==> config.mk <==
export PLATFORM = sky130hd
export DESIGN_NAME = serial_chain_tx
export DESIGN_NICKNAME = d
export VERILOG_FILES = /design/src/rtl/serial_chain_pkg.sv /design/src/rtl/serial_chain_tx_bit_rate_timer.sv /design/src/rtl/serial_chain_tx.sv
export SDC_FILE = /design/constraint.sdc
export NUM_CORES = 1
export LEC_CHECK = 0
export CAP_MARGIN = 20
export CORE_MARGIN = 2
export CORE_UTILIZATION = 55
export CTS_CLUSTER_DIAMETER = 40
export CTS_CLUSTER_SIZE = 28
export DETAILED_ROUTE_END_ITERATION = 10
export PLACE_DENSITY = 0.85
export SYNTH_ARGS = -nofsm -noshare
export SYNTH_HDL_FRONTEND = slang
export SYNTH_SLANG_ARGS = --single-unit
==> constraint.sdc <==
create_clock -name clk -period 2.3 [get_ports clk]
set_clock_uncertainty 0.05 [all_clocks]
set_input_delay 0.46 -clock clk [delete_from_list [all_inputs] [get_ports clk]]
set_output_delay 0.46 -clock clk [all_outputs]
set_load 0.02 [all_outputs]
==> src/rtl/serial_chain_pkg.sv <==
// Shared state type and counter-width helper for the serial chain transmitter.
package serial_chain_pkg;

    typedef enum logic [1:0] {
        ST_IDLE,
        ST_SHIFT,
        ST_GAP
    } state_t;

    // Bits needed to hold the values 0..n-1, never less than one.
    function automatic int cntWidth(input int n);
        return (n <= 2) ? 1 : $clog2(n);
    endfunction

endpackage

==> src/rtl/serial_chain_tx_bit_rate_timer.sv <==
// Bit-period timer for the serial chain transmitter: counts DIV clocks and flags the last one.
module bit_rate_timer
    import serial_chain_pkg::*;
#(
    parameter int DIV   = 4,
    parameter int CNT_W = 3
) (
    input  logic clk,
    input  logic rst_n,
    input  logic i_restart,
    input  logic i_enable,
    output logic o_tick
);

    logic [CNT_W-1:0] r_count;
    logic             w_last;

    assign w_last = (r_count == CNT_W'(DIV - 1));
    assign o_tick = i_enable && w_last;

    // A restart always begins a fresh bit period, even if it lands on a tick.
    always_ff @(posedge clk or negedge rst_n) begin
        if (!rst_n) begin
            r_count <= '0;
        end else if (i_restart) begin
            r_count <= '0;
        end else if (i_enable) begin
            r_count <= w_last ? '0 : r_count + CNT_W'(1);
        end
    end

endmodule

==> src/rtl/serial_chain_tx.sv <==
// Parallel-to-serial transmitter feeding the shift chain: one-word hold buffer, programmable
// bit rate and inter-word gap, with a shift-enable strobe on the last cycle of every bit.
module serial_chain_tx
    import serial_chain_pkg::*;
#(
    parameter int DATA_W    = 16,
    parameter int DIV       = 4,
    parameter int GAP       = 2,
    parameter int MSB_FIRST = 1
) (
    input  logic              clk,
    input  logic              rst_n,
    input  logic [DATA_W-1:0] s_data,
    input  logic              s_valid,
    output logic              s_ready,
    output logic              ser_out,
    output logic              shift_en,
    output logic              busy,
    output logic              frame_done
);

    localparam int BIT_CNT_W = cntWidth(DATA_W);
    localparam int DIV_CNT_W = cntWidth(DIV + 1);
    localparam int GAP_CNT_W = cntWidth(GAP);
    localparam int OUT_BIT   = (MSB_FIRST != 0) ? DATA_W - 1 : 0;

    localparam logic [BIT_CNT_W-1:0] LAST_BIT = BIT_CNT_W'(DATA_W - 1);
    localparam logic [GAP_CNT_W-1:0] LAST_GAP = GAP_CNT_W'((GAP > 0) ? GAP - 1 : 0);

    if (DATA_W < 2 || DIV < 1 || GAP < 0) begin : g_badParams
        $fatal(1, "serial_chain_tx: illegal parameters (need DATA_W>=2, DIV>=1, GAP>=0)");
    end

    state_t                 r_state;
    logic [DATA_W-1:0]      r_shift;
    logic [DATA_W-1:0]      r_holdData;
    logic                   r_holdFull;
    logic [BIT_CNT_W-1:0]   r_bitCnt;
    logic [GAP_CNT_W-1:0]   r_gapCnt;

    logic                   w_tick;
    logic                   w_accept;
    logic                   w_lastBit;
    logic                   w_gapDone;
    logic                   w_frameEnd;
    logic                   w_takeDirect;
    logic                   w_load;
    logic [DATA_W-1:0]      w_loadData;

    bit_rate_timer #(
        .DIV   (DIV),
        .CNT_W (DIV_CNT_W)
    ) u_timer (
        .clk       (clk),
        .rst_n     (rst_n),
        .i_restart (w_load),
        .i_enable  (r_state != ST_IDLE),
        .o_tick    (w_tick)
    );

    // A word offered exactly as a frame ends with an empty buffer goes straight into the
    // shifter, so the chain never sees a lost cycle or a stuck full buffer in IDLE.
    always_comb begin
        w_accept     = s_valid && !r_holdFull;
        w_lastBit    = (r_state == ST_SHIFT) && w_tick && (r_bitCnt == LAST_BIT);
        w_gapDone    = (r_state == ST_GAP) && w_tick && (r_gapCnt == LAST_GAP);
        w_frameEnd   = (GAP == 0) ? w_lastBit : w_gapDone;
        w_takeDirect = w_accept && ((r_state == ST_IDLE) || w_frameEnd);
        w_load       = w_takeDirect || (w_frameEnd && r_holdFull);
        w_loadData   = r_holdFull ? r_holdData : s_data;
    end

    always_ff @(posedge clk or negedge rst_n) begin
        if (!rst_n) begin
            r_state    <= ST_IDLE;
            r_shift    <= '0;
            r_holdData <= '0;
            r_holdFull <= 1'b0;
            r_bitCnt   <= '0;
            r_gapCnt   <= '0;
        end else begin
            if (w_accept && !w_takeDirect) begin
                r_holdFull <= 1'b1;
                r_holdData <= s_data;
            end else if (w_load) begin
                r_holdFull <= 1'b0;
            end

            if (w_load) begin
                r_state  <= ST_SHIFT;
                r_shift  <= w_loadData;
                r_bitCnt <= '0;
            end else begin
                case (r_state)
                    ST_SHIFT: begin
                        if (w_tick) begin
                            if (r_bitCnt == LAST_BIT) begin
                                if (GAP > 0) begin
                                    r_state  <= ST_GAP;
                                    r_gapCnt <= '0;
                                end else begin
                                    r_state <= ST_IDLE;
                                end
                            end else begin
                                if (MSB_FIRST != 0) begin
                                    r_shift <= {r_shift[DATA_W-2:0], 1'b0};
                                end else begin
                                    r_shift <= {1'b0, r_shift[DATA_W-1:1]};
                                end
                                r_bitCnt <= r_bitCnt + BIT_CNT_W'(1);
                            end
                        end
                    end
                    ST_GAP: begin
                        if (w_tick) begin
                            if (r_gapCnt == LAST_GAP) begin
                                r_state <= ST_IDLE;
                            end else begin
                                r_gapCnt <= r_gapCnt + GAP_CNT_W'(1);
                            end
                        end
                    end
                    default: begin
                        r_state <= ST_IDLE;
                    end
                endcase
            end
        end
    end

    assign s_ready    = !r_holdFull;
    assign ser_out    = (r_state == ST_SHIFT) && r_shift[OUT_BIT];
    assign shift_en   = (r_state == ST_SHIFT) && w_tick;
    assign frame_done = w_lastBit;
    assign busy       = (r_state != ST_IDLE);

endmodule

==> flow_results.xml <==
<?xml version="1.0" encoding="UTF-8"?>
<metrics>
  <group name="status">
    <metric name="outcome" unit="">complete, no violations</metric>
  </group>
  <group name="timing">
    <metric name="grt_setup_unrepaired" unit="">false</metric>
    <metric name="setup_total_negative_slack" unit="ns">0</metric>
    <metric name="min_period" unit="ns">2.235</metric>
    <metric name="finalHoldViolations" unit="">0</metric>
    <metric name="max_freq" unit="GHz">0.4475</metric>
    <metric name="final_max_slew_viols" unit="">0</metric>
    <metric name="finalSetupViolations" unit="">0</metric>
    <metric name="worst_slew_pin_slew" unit="ns">0.5681</metric>
    <metric name="min_period_over_period" unit="%">97.15</metric>
    <metric name="timing.slew.headroom" unit="%">62.04</metric>
  </group>
  <group name="cells_and_area">
    <metric name="layout-drive-gt1-share" unit="%">17.87</metric>
    <metric name="final_nets" unit="">258</metric>
    <metric name="areaGrowthSynthToFinish" unit="%">17.40</metric>
    <metric name="fillers" unit="">289</metric>
    <metric name="antenna_cells" unit="">0</metric>
  </group>
  <group name="floorplan">
    <metric name="dieWidth" unit="um">67.76</metric>
    <metric name="die_y" unit="um">67.76</metric>
    <metric name="core_region_area" unit="sq um">3943</metric>
    <metric name="boundary_pin_count" unit="">24</metric>
    <metric name="design.die.area" unit="sq um">4591</metric>
    <metric name="initial_utilization" unit="%">56.71</metric>
    <metric name="placement_rows" unit="">23</metric>
  </group>
  <group name="detailed_routing">
    <metric name="detailedRoute.firstIterationViolations" unit="">82</metric>
    <metric name="routed_wire_length_per_instance" unit="um">14.98</metric>
    <metric name="routed_via_density" unit="">5.635</metric>
    <metric name="detail_route.drc_violations" unit="">0</metric>
    <metric name="final_antenna_net_count" unit="">0</metric>
    <metric name="first_pass_iters" unit="">4</metric>
    <metric name="drt_wl_total" unit="um">4269</metric>
    <metric name="dr_total_vias" unit="">1606</metric>
  </group>
  <group name="min_path">
    <metric name="hp-class" unit="">in2async</metric>
  </group>
  <group name="worst_setup_path">
    <metric name="worst_ep_arrival_time" unit="ns">1.72</metric>
    <metric name="worst_setup_path_startpoint" unit="">r_state[0]</metric>
    <metric name="critPathBufInv" unit="">2</metric>
    <metric name="worstPathCellList" unit="">inv_1 &gt; ha_1 &gt; nor3b_4 &gt; nand2_1 &gt; nor2_1 &gt; clkdlybuf4s15_1</metric>
    <metric name="rr_startpoint" unit="">r_state[0]</metric>
    <metric name="critical-path-slowest-cell" unit="">dfrtp_1</metric>
    <metric name="worstSetupEndpointType" unit="">output pin</metric>
    <metric name="worstSetupStartpointType" unit="">flip-flop</metric>
    <metric name="crit_path_max_incr_delay" unit="ns">0.36</metric>
    <metric name="crit_fanout" unit="">3</metric>
    <metric name="worstSetupPathType" unit="">reg2out</metric>
    <metric name="critical_path_required" unit="ns">1.79</metric>
    <metric name="family_with_the_most_delay_on_the_worst_path" unit="">simple AND/OR/NAND/NOR gates</metric>
  </group>
  <group name="logic_synthesis">
    <metric name="ys_types" unit="">40</metric>
    <metric name="synth.yosys.seq_area_share" unit="%">48.13</metric>
    <metric name="post_synth_main_area_contributors" unit="">dfrtp_1, mux2_4, nand2_1</metric>
    <metric name="synth_top_cell_area_share" unit="%">48.13</metric>
    <metric name="synth-edff-count" unit="">0</metric>
    <metric name="synth-seq-cells" unit="">43</metric>
    <metric name="synth_fp_nets" unit="">231</metric>
    <metric name="ys_top_cells_by_count" unit="">dfrtp_1, nand2_1, a31oi_1</metric>
    <metric name="ys_warn_count" unit="">0</metric>
    <metric name="post_synth_instance_area" unit="sq um">2236</metric>
    <metric name="yosysMostFrequentCell" unit="">dfrtp_1</metric>
    <metric name="post_synth_inst_count" unit="">207</metric>
    <metric name="postSynth.asyncResetShare" unit="%">100.0</metric>
    <metric name="synth_largest_area_cell" unit="">dfrtp_1</metric>
    <metric name="synth-main-ff-cell" unit="">dfrtp_1</metric>
    <metric name="synth_area_per_cell" unit="sq um">10.80</metric>
  </group>
  <group name="clock_tree">
    <metric name="worst_setup_hold_path_clk_slew" unit="ns">0.08</metric>
    <metric name="cts_tree" unit="">built</metric>
    <metric name="max-clock-path-buffers" unit="">2</metric>
    <metric name="numClockSinks" unit="">43</metric>
    <metric name="cts-buffers-inserted" unit="">5</metric>
    <metric name="insertion_delay" unit="ns">0.30</metric>
    <metric name="root_buffer" unit="">clkbuf_8</metric>
    <metric name="cts_htree_levels" unit="">2</metric>
    <metric name="holdBufCountCts" unit="">0</metric>
  </group>
  <group name="placed_design">
    <metric name="buffer_ports.inserted" unit="">23</metric>
    <metric name="place_congestion" unit="">0.8563</metric>
    <metric name="post-dp-hpwl" unit="um">2979</metric>
  </group>
  <group name="grt">
    <metric name="antenna_found_initial" unit="">0</metric>
    <metric name="use_met2" unit="%">35.05</metric>
    <metric name="grt_first_pass_wirelength" unit="um">7093</metric>
    <metric name="grt_remaining_overflow" unit="">0</metric>
    <metric name="gr-usage-met1" unit="%">27.15</metric>
    <metric name="grt_most_used_layer" unit="">met2</metric>
    <metric name="grt_use_total" unit="%">20.86</metric>
    <metric name="grt_pass1_vias" unit="">1579</metric>
    <metric name="grt.met3_usage" unit="%">4.000</metric>
    <metric name="grt_max_degree" unit="">32</metric>
  </group>
  <group name="power_and_ir_drop">
    <metric name="cellPowerDensity" unit="nW/um^2">1112</metric>
    <metric name="ir_worst_vdd" unit="V">0.0006120</metric>
    <metric name="leakage_power_total" unit="nW">1.123</metric>
    <metric name="p_total" unit="mW">2.920</metric>
  </group>
  <group name="job">
    <metric name="max_cap_viol_count" unit="">0</metric>
  </group>
</metrics>
flip-flops by register name, summed over array words and instances (netlist names):
| name | count |
|---|---|
| r_holdData | 16 |
| r_shift | 16 |
| u_timer.r_count | 3 |
| r_state | 2 |
| r_holdFull | 1 |
| r_gapCnt | 1 |
| r_bitCnt | 4 |
layout make-up:
type	instances	area, sq um	area share (%)
flip-flops and latches	43	1076	40.99
multi-input cells	146	1036	39.47
repair buffers	32	327.8	12.49
clock buffers	8	100.1	3.813
well taps	50	62.56	2.383
inverters	6	22.52	0.8580
layout by cell type (no fill, tap or decap), drive strengths merged, types with 2 or more instances in the layout:
master,Yosys,final
nand3,6,6
dlygate4sd2,0,2
dfrtp,43,43
a211oi,15,15
buf,9,10
nor2,5,5
mux2,16,16
inv,5,5
clkbuf,3,8
o21ai,3,3
a21oi,4,4
and2,2,2
ha,5,5
nand2,37,37
nand3b,2,2
o31ai,2,2
and3,2,2
nor2b,16,16
xor2,2,2
clkdlybuf4s15,0,2
a31oi,17,17
clkdlybuf4s50,0,18
stage by stage:
| stage | instances | area, sq um | utilization, % | setup slack, ns | hold slack [ns] |
|---|---|---|---|---|---|
| 2_1_floorplan | 207 | 2236 | - | 0.3986 | 0.1144 |
| 3_3_place_gp | 277 | 2525 | 64.04 | 0.1630 | 0.4086 |
| 4_1_cts | 285 | 2623 | 66.52 | 0.04865 | 0.08346 |
| 3_5_place_dp | 277 | 2525 | 64.04 | 0.09527 | 0.4063 |
| 5_1_grt | 285 | 2625 | 66.58 | 0.01051 | 0.1137 |
| 6_report | 285 | 2625 | 66.58 | 0.06547 | 0.06310 |
final timing paths:
check | to | cells past startpoint | slack (ns)
setup reg to reg | r_shift[8] | 8 | 0.14
hold / removal | r_state[1] | 1 | 0.06
hold reg to reg | r_shift[0] | 2 | 0.46
setup / recovery | frame_done | 6 | 0.07
min in group clk | r_shift[0] | 2 | 0.46
max in group asynchronous | r_holdData[1] | 2 | 1.64
routing by layer:
metal | vias up | share of wire (%)
li1 | 790 | -
met4 | 0 | 1.5
met2 | 36 | 51
met3 | 8 | 3.4
met5 | - | 0
met1 | 772 | 44
report_power, final:
part           switching, mW  internal (mW)  leakage, nW
clock                  0.249          0.274       0.0515
sequential             0.219           1.10        0.523
combinational          0.540          0.536        0.548
total                   1.01           1.91         1.12
repair_timing:
action | in CTS | in global routing
pin swaps | 0 | 0
endpoints found under the setup margin | 4 | 2
gates resized for setup | 5 | 2
buffers inserted | 0 | 0
kinds of logic after synthesis:
logic type	count (synthesis)	synth area share [%]
AND/OR/NAND/NOR	75	16.96
AO/OA/AOI/OAI	46	15.11
flip-flops	43	48.13
buffers and inverters	18	5.651
multiplexers	17	10.18
adder cells (fa/ha/maj)	5	2.798
XOR/XNOR	3	1.175
Power figures use the tool's default switching activity.
